`src/rtl/alu_share_arbiter.sv`:
```
// Round-robin sharing of one combinational ALU between two requesters.
// Define ALU_ARB_FIXED_PRIO_EN to make ties always go to requester 0.
module alu_share_arbiter #(
  parameter int DATA_WIDTH = 32,
  parameter int OP_WIDTH   = 4
) (
  input  logic                  clk,
  input  logic                  rst_n,
  input  logic                  req0_valid,
  output logic                  req0_ready,
  input  logic [OP_WIDTH-1:0]   req0_op,
  input  logic [DATA_WIDTH-1:0] req0_a,
  input  logic [DATA_WIDTH-1:0] req0_b,
  input  logic                  req1_valid,
  output logic                  req1_ready,
  input  logic [OP_WIDTH-1:0]   req1_op,
  input  logic [DATA_WIDTH-1:0] req1_a,
  input  logic [DATA_WIDTH-1:0] req1_b,
  output logic                  resp0_valid,
  input  logic                  resp0_ready,
  output logic [DATA_WIDTH-1:0] resp0_data,
  output logic                  resp1_valid,
  input  logic                  resp1_ready,
  output logic [DATA_WIDTH-1:0] resp1_data,
  output logic [OP_WIDTH-1:0]   alu_op,
  output logic [DATA_WIDTH-1:0] alu_a,
  output logic [DATA_WIDTH-1:0] alu_b,
  input  logic [DATA_WIDTH-1:0] alu_result,
  output logic                  busy
);

  typedef enum logic [1:0] {IDLE, EXEC, HOLD} state_t;

  state_t                state, state_next;
  logic [OP_WIDTH-1:0]   op_r;
  logic [DATA_WIDTH-1:0] a_r, b_r, res_r;
  logic                  owner, last_grant;
  logic                  grant;
  logic                  accept;
  logic                  resp_done;

  always_comb begin
    grant = 1'b0;
    if (req0_valid && req1_valid) begin
`ifdef ALU_ARB_FIXED_PRIO_EN
      grant = 1'b0;
`else
      grant = ~last_grant;
`endif
    end else if (req1_valid) begin
      grant = 1'b1;
    end
  end

  assign accept    = (state == IDLE) && (req0_valid || req1_valid);
  assign resp_done = (state == HOLD) && (owner ? resp1_ready : resp0_ready);

  // Readies are forced low while reset is asserted, even though state already reads IDLE.
  assign req0_ready = rst_n && (state == IDLE) && req0_valid && !grant;
  assign req1_ready = rst_n && (state == IDLE) && req1_valid && grant;

  always_comb begin
    state_next = state;
    case (state)
      IDLE:    if (accept) state_next = EXEC;
      EXEC:    state_next = HOLD;
      HOLD:    if (resp_done) state_next = IDLE;
      default: state_next = IDLE;
    endcase
  end

  always_ff @(posedge clk or negedge rst_n) begin
    if (!rst_n) begin
      state      <= IDLE;
      op_r       <= '0;
      a_r        <= '0;
      b_r        <= '0;
      res_r      <= '0;
      owner      <= 1'b0;
      last_grant <= 1'b1;
    end else begin
      state <= state_next;
      if (accept) begin
        owner <= grant;
        op_r  <= grant ? req1_op : req0_op;
        a_r   <= grant ? req1_a  : req0_a;
        b_r   <= grant ? req1_b  : req0_b;
      end
      if (state == EXEC) res_r <= alu_result;
      if (resp_done) last_grant <= owner;
    end
  end

  assign alu_op      = op_r;
  assign alu_a       = a_r;
  assign alu_b       = b_r;
  assign resp0_valid = (state == HOLD) && !owner;
  assign resp1_valid = (state == HOLD) && owner;
  assign resp0_data  = res_r;
  assign resp1_data  = res_r;
  assign busy        = (state != IDLE);

endmodule

```
`config.mk`:
```
export PLATFORM = sky130hd
export DESIGN_NAME = alu_share_arbiter
export DESIGN_NICKNAME = d
export VERILOG_FILES = /design/src/rtl/alu_share_arbiter.sv
export SDC_FILE = /design/constraint.sdc
export NUM_CORES = 1
export LEC_CHECK = 0
export CORE_AREA = 2 2 121 123
export CTS_CLUSTER_SIZE = 30
export DETAILED_ROUTE_END_ITERATION = 8
export DIE_AREA = 0 0 123 125
export DONT_BUFFER_PORTS = 1
export HOLD_SLACK_MARGIN = 0.06
export SLEW_MARGIN = 25
export SYNTH_ARGS = -nofsm -noshare
export SYNTH_HDL_FRONTEND = slang
export SYNTH_SLANG_ARGS = --single-unit
```
`constraint.sdc`:
```
create_clock -name clk -period 2.65 [get_ports clk]
set_input_delay 0.53 -clock clk [delete_from_list [all_inputs] [get_ports clk]]
set_output_delay 0.53 -clock clk [all_outputs]
set_load 0.005 [all_outputs]
```
After elaboration in Yosys (flattened, before gate mapping)
Index checks and enable logic that the tools add are counted.

Eq/ne operators: 4. Multiplexer cells: 9. Bitwise logic cells: 1. Reduce and logical (&&, ||, !) cells: 16.

Operators with widths (number): $mux 32 (2); $logic_and 1x1->1 (10); $pmux 2 s3 (1); $mux 2 (2); $mux 4 (1); $ne 2x2->1 const B (2); $mux 1 (3); $eq 2x1->1 const B (1); $eq 2x2->1 const B (1); $logic_not 1->1 (2); $logic_not 2->1 (1); $reduce_and 2->1 (1); $reduce_bool 2->1 (1); $logic_or 1x1->1 (1); $not 1->1 (1).

Register bits: 104. Input port bits: 174. Output and inout bits: 137. Logic and storage cells: 37.

Longest topological paths before layout
Gate-level depths: netlist (run 1).

Depth in word-level cells: 4. Mapped depth: 5. Mapped depth without buffers: 3.

Worst setup path before layout (run 1)
Ideal clock, no wire load.

Path type: input to output. Start: input port req1_valid. End: output port req0_ready. Data arrival time: 1222 ps. Required time: 2120 ps. Path slack: 898 ps. Cell stages on the path: 4. Buffers on the path: 2. Cells stage by stage: a21bo_1 > buf_6 > buf_6 > and4_1.

Word-level cells in the longest chain between the ends: 4. Elaborated cells on any way between the ends: 5. Those cells by class: mux (2); reduce/logical (3).

RTL lines: start, declared (line 14) `input logic req1_valid,`; $mux 1 or $logic_and 1x1->1 (tied branches) (line 50, 44); $mux 1 * (line 44) `if (req0_valid && req1_valid) begin`; $logic_not 1->1 * (line 59) `assign req0_ready = rst_n && (state == IDLE) && req0_valid && !grant;`; $logic_and 1x1->1 * (line 59); end, declared (line 10) `output logic req0_ready,`.

Mark *: on every way between the ends. The rest lies on a longest branch, timed or not.

Worst setup path after layout (run 1)
Start: register last_grant. End: output port req0_ready.

Word-level cells in the longest chain between the ends: 4.

RTL lines: start, declared (line 37) `logic owner, last_grant;`; start signal, assigned (line 90) `if (resp_done) last_grant <= owner;`; $not 1->1 (line 48) `grant = ~last_grant;`; $mux 1 (line 44); $logic_not 1->1 (line 59); $logic_and 1x1->1 (line 59).

No other way between the ends.

==> results of run 1 <==
how the worst min path moves through the flow:
stage,end,cells past startpoint
final,alu_b[28]$_DFFE_PN0P_,0
after global routing,alu_b[28]$_DFFE_PN0P_,0
after CTS,alu_b[28]$_DFFE_PN0P_,0
after detailed placement,alu_b[28]$_DFFE_PN0P_,0
after global placement,alu_b[28]$_DFFE_PN0P_,0
after floorplan,alu_a[0]$_DFFE_PN0P_,0
cells in the mapped netlist:
master,n
nand2_1,2
dfstp_2,1
nor2b_1,1
o21a_1,1
buf_6,2
and4_1,1
inv_1,2
o21ai_0,1
dfrtp_1,103
a21bo_1,1
nor2_1,4
a21o_1,1
buf_2,4
mux2_2,35
nand2b_1,2
mux2_4,134
buf_4,39
a22o_1,1
o22ai_1,1
buf_8,6
clkbuf_1,1
registers in the layout (all words and copies together) (netlist names):
register,cells
resp0_data,32
alu_a,32
state,2
owner,1
alu_op,4
last_grant,1
alu_b,32
routing by layer:
layer / up-vias / routed length, microns / GRT usage
met4: 0 / 134 / 0.0414
li1: 1093 / - / -
met2: 186 / 5560 / 0.238
met3: 11 / 1280 / 0.0579
met5: - / 0 / 0
met1: 1198 / 3720 / 0.141
stage by stage:
step	area [sq um]	cells	setup WS, ns
global placement	5420	479	0.728
floorplan	5540	343	0.898
detailed placement	5420	479	0.713
global route	5700	495	0.314
CTS	5700	495	0.355
finish	5700	495	0.436
logic make-up after synthesis:
group | Yosys count
multiplexers | 169
flip-flops | 104
buffers and inverters | 54
AND/OR/NAND/NOR | 10
AO/OA/AOI/OAI | 6
placed cells by master (no fill, tap or decap), drive strengths merged:
cell type and n:
mux2 169, o21a 1, clkinvlp 4, a21bo 1
inv 2, a22o 1, o22ai 1, a21o 1
dfstp 1, nor2b 1, dfrtp 103, nand2 2
clkbuf 12, buf 4, o21ai 1, nor2 4
and4 1, nand2b 2
worst max-delay path, cell delays in order (launching register included):
cell and delay, ns:
dfstp_2 0.56, a21bo_4 0.14, buf_12 0.37, and4_1 0.28
final cells by class:
cell class / instances / area share
multi-input cells: 185 / 0.441
inverters: 2 / 0.00132
clock buffers: 12 / 0.0432
flip-flops and latches: 104 / 0.457
clock inverters: 4 / 0.00527
well taps: 184 / 0.0404
repair buffers: 4 / 0.0119
report_power, final:
part,switching [mW],internal [mW],total (mW),leakage [nW]
logic,0.763,1.62,2.39,1.34
registers,0.850,2.43,3.28,1.22
clock network,0.568,0.664,1.23,0.121
==> results.tsv, run 1 <==
stage	metric	value	unit
setup_path	Worst EP required	2.12	ns
synthesis	post-synthesis mux area share	0.434	
grt	pin count of the biggest net entering global routing	107	
setup_path	crit end category	primary output	
synthesis	adder-cell area share of the yosys netlist	0	
synthesis	syn_area_per_cell	16.2	sq um
run	number of max-cap violations	0	
synthesis	Post-Synth XOR/XNOR Area	0	
grt	initial antenna violation count	0	
setup_path	launch point of the worst reg-to-reg path	last_grant$_DFFE_PN1P_	
grt	vias in the first global route	2708	
setup_path	CP Max Fanout	71	
cts	Post CTS Setup Buffer Count	0	
floorplanning	DIE HEIGHT	125	microns
cts	Reg clk slew, reported paths	0.07	ns
synthesis	top cell type's share of synthesized area	0.465	
run_status	failing checks	hold timing	
synthesis	area leader, netlist	dfrtp_1	
routing	Detailed Route Iter0 Violations	66	
cts	worst-skew pair later-pin latency	0.34	ns
cells_and_area	area of the multi-input gates	2510	sq um
timing	RSZ-0062 raised after global routing	false	
routing	Antenna Violating Nets Remaining	0	
setup_path	critical path arrival	1.68	ns
synthesis	top area cells in the synthesized netlist	dfrtp_1, mux2_4, mux2_2	
routing	drt first pass iters	4	
setup_path	Critical path origin	last_grant$_DFFE_PN1P_	
cts	Num CTS Buffers	9	
grt	total congestion overflow	0	
routing	drt total wl	10700	microns
cts	root buf cell	clkbuf_16	
timing	final hold slack	-0.122	ns
synthesis	largest family of logic cells by synthesized area	multiplexers	
setup_path	crit path launch type	flop	
cts	TritonCTS clock tree	yes	
routing	residual DRC count	0	
grt	GRT Util Overall	0.134	
synthesis	post-synth cell types	21	
synthesis	#FFs+latches synth	104	
cts	post-cts resize count	0	
timing	Setup Viol. Count Final	0	
timing	Peak Freq	452	MHz
routing	via count	2488	
grt	first-pass GRT wire length	15500	microns
setup_path	R2R cell count	4	
timing	skew final	0.00907	ns
setup_path	reg2reg end	alu_b[7]$_DFFE_PN0P_	
floorplanning	die area	15400	sq um
timing	Final Hold Viols	103	
floorplanning	row cnt	44	
cells_and_area	Register Area	2600	sq um
floorplanning	# IOs	311	
run_status	status	finished, violations left	
timing	worst slew pin tran	0.538	ns
place	routability congestion estimate	0.798	
power_and_ir_drop	Static Leak	2.67	nW
timing	fin crit period	2.21	ns
setup_path	crit path kind	reg -> out	
floorplanning	die width	123	microns
cells_and_area	# fillers	1293	
power_and_ir_drop	total power draw	6.89	mW
floorplanning	area of the core	14200	sq um
synthesis	Compound-Gate Fraction of Synth Area	0.00813	
cts	CTS Buffer Depth	2	
synthesis	Mapped Cells	343	
floorplanning	Initial Utilization	0.390	
cells_and_area	Nets	480	
routing	DR vias/cell	5.03	
cells_and_area	share of cells above drive strength 1	0.611	
timing	period utilization	0.835	
cts	CTS Sinks	104	
cts	CTS H-Tree Depth	3	
timing	Slew HR	0.641	
power_and_ir_drop	VDD IR max	644	uV
synthesis	Syn Nets	517	
routing	wire per inst	21.6	microns
cells_and_area	Antenna diodes	0	
synthesis	Mapped Area	5540	sq um
cells_and_area	Layout Utilization	0.401	
synthesis	simple-gate area share of the yosys netlist	0.00903	
setup_path	r2r setup slk	0.77	ns
min_path	Hold Crit Class	in -> async	
cells_and_area	Synth-to-Final Area Change	2.87	%
place	I/O Buffers	0	
synthesis	post-synthesis sequential area ratio	0.470	
setup_path	crit path capture	req0_ready	
power_and_ir_drop	Power per Cell Area	1210	nW/um^2
place	hpwl dp	8160	microns
timing	Max Slew Vio Count	0	
timing	Setup TNS	0	ns
synthesis	synth warn	0	
Note: power is estimated with default switching activity, not from simulation.
==> run 2: changes to the inputs <==
- clock period: 2.65 -> 1.9 ns (I/O delays scaled with it)
==> run 2 against run 1 <==
Compared with the run above:
- the flow still finishes with violations (hold timing)
- core utilization is 0.97 points higher
- worst hold slack worse by 0.15 ns
- clock skew is 0.0022 ns lower
- via count is 2.7% higher
- die area stayed put
- design area is 2.4% higher
- critical path type is now reg -> reg
==> results.tsv, run 2 (synthesis gave the netlist of run 1 again) <==
stage	metric	value	unit	change
run_status	status	finished, violations left		unchanged
run_status	failing checks	hold timing		unchanged
grt	initial antenna violation count	0		unchanged
run	number of max-cap violations	0		unchanged
floorplanning	area of the core	14200	sq um	unchanged
cts	CTS Sinks	104		unchanged
cells_and_area	Antenna diodes	0		unchanged
timing	fin worst setup slack	0.0692	ns	was 0.436 ns
setup_path	crit path launch type	flop		unchanged
routing	via count	2554		was 2488
cells_and_area	Nets	487		was 480
timing	period utilization	0.964		
setup_path	Worst EP required	2.12	ns	about the same
cells_and_area	# fillers	1268		was 1293
floorplanning	row cnt	44		unchanged
timing	skew final	0.00689	ns	was 0.00907 ns
cts	worst-skew pair later-pin latency	0.34	ns	about the same
timing	Slew HR	0.739		was 0.641
grt	pin count of the biggest net entering global routing	107		unchanged
routing	wire per inst	23.1	microns	was 21.6 microns
cells_and_area	area of the multi-input gates	2510	sq um	unchanged
cts	Reg clk slew, reported paths	0.07	ns	about the same
floorplanning	die area	15400	sq um	unchanged
floorplanning	die width	123	microns	unchanged
power_and_ir_drop	total power draw	9.88	mW	was 6.89 mW
floorplanning	Initial Utilization	0.390		unchanged
min_path	Hold Crit Class	in -> async		unchanged
timing	fin crit period	1.83	ns	
timing	RSZ-0062 raised after global routing	false		unchanged
place	post-place instance area	5440	sq um	was 5420 sq um
place	Post-Place Worst Slack	0.0984	ns	was 0.713 ns
cells_and_area	most frequent cells in the layout	mux2_4, dfrtp_1, mux2_2		unchanged
timing	worst slew pin tran	0.391	ns	was 0.538 ns
cts	CTS Buffer Depth	2		unchanged
cells_and_area	most common cell after layout, fill and taps aside	mux2_4		unchanged
grt	total congestion overflow	0		unchanged
cts	TritonCTS clock tree	yes		unchanged
grt	first-pass GRT wire length	16400	microns	was 15500 microns
routing	DR vias/cell	5.09		was 5.03
timing	Setup TNS	0	ns	unchanged
setup_path	CP Max Fanout	12		was 71
timing	Max Slew Vio Count	0		unchanged
floorplanning	DIE HEIGHT	125	microns	unchanged
routing	residual DRC count	0		unchanged
power_and_ir_drop	Static Leak	2.76	nW	was 2.67 nW
timing	Setup Viol. Count Final	0		unchanged
timing	Peak Freq	546	MHz	
setup_path	crit end category	flop		was primary output
place	routability congestion estimate	0.796		was 0.798
routing	Detailed Route Iter0 Violations	48		was 66
setup_path	critical path arrival	2.05	ns	was 1.68 ns
cells_and_area	design area	5840	sq um	was 5700 sq um
cells_and_area	Synth-to-Final Area Change	5.35	%	was 2.87%
power_and_ir_drop	VDD IR max	724	uV	was 644 uV
grt	vias in the first global route	2834		was 2708
place	hpwl dp	8430	microns	was 8160 microns
cts	root buf cell	clkbuf_16		unchanged
routing	drt first pass iters	4		unchanged
floorplanning	# IOs	311		unchanged
cells_and_area	share of cells above drive strength 1	0.619		was 0.611
timing	Final Hold Viols	104		was 103
place	I/O Buffers	0		unchanged
routing	drt total wl	11600	microns	was 10700 microns
timing	final hold slack	-0.271	ns	was -0.122 ns
cts	CTS H-Tree Depth	3		unchanged
grt	GRT Util Overall	0.144		was 0.134
power_and_ir_drop	Power per Cell Area	1690	nW/um^2	was 1210 nW/um^2
setup_path	crit path kind	reg -> reg		was reg -> out
cts	Num CTS Buffers	9		unchanged
routing	Antenna Violating Nets Remaining	0		unchanged
cells_and_area	Register Area	2600	sq um	unchanged
run 2: cell types whose count changed in the layout (fill, tap and decap cells not counted), sizes merged:
cell      delta
bufbuf       +2
clkinv       +1
clkinvlp     -2
bufinv       +1
buf          +5
run 2: final timing paths:
kind,from,slack [ns],depth (start not counted),end
max,last_grant$_DFFE_PN1P_,0.07,5,alu_a[12]$_DFFE_PN0P_
min,rst_n,-0.27,0,alu_b[28]$_DFFE_PN0P_
max reg2reg,last_grant$_DFFE_PN1P_,0.07,5,alu_a[12]$_DFFE_PN0P_
min reg2reg,alu_a[23]$_DFFE_PN0P_,0.55,1,alu_a[23]$_DFFE_PN0P_
max in group asynchronous,rst_n,1.98,0,last_grant$_DFFE_PN1P_
min in group clk,alu_result[28],0.19,1,resp0_data[28]$_DFFE_PN0N_
run 2: final cells by class:
type                            count  share of cell area
Sequential cell                   104               0.446
Multi-Input combinational cell    185               0.431
Inverter                            2             0.00129
Clock inverter                      4             0.00922
Tap cell                          184              0.0394
Timing Repair Buffer               11              0.0311
Clock buffer                       12              0.0422
run 2: power by group:
group	total, mW	leakage, nW	switching (mW)	internal, mW
logic	3.44	1.41	1.10	2.34
registers	4.57	1.22	1.19	3.38
clock network	1.87	0.139	0.806	1.06
run 2: worst max-delay path, cell delays in order, from the launching register on:
cell       delay, ns
dfstp_2         0.55
a21bo_4         0.19
buf_4           0.14
bufbuf_16       0.28
mux2_4          0.30
mux2_4          0.25
run 2: timing repair:
action                     in CTS  in global routing
setup endpoints to repair       1                  7
buffers inserted                1                  2
gates cloned                    2                  0
hold endpoints to repair      104                104
pin swaps                       1                  0
resized for setup               1                  1
run 2: layer usage:
layer | GRT usage | vias to the layer above | part of all wire
met5 | 0 | - | 0
met4 | 0.0515 | 0 | 0.014
met3 | 0.0589 | 13 | 0.11
met2 | 0.260 | 187 | 0.53
met1 | 0.146 | 1247 | 0.34
li1 | - | 1107 | -
run 2: through the flow:
step                      utilization  std cells
final                           0.411        502
after detailed placement        0.383        481
after CTS                       0.410        500
after floorplan                     -        343
after global routing            0.411        502
after global placement          0.383        481
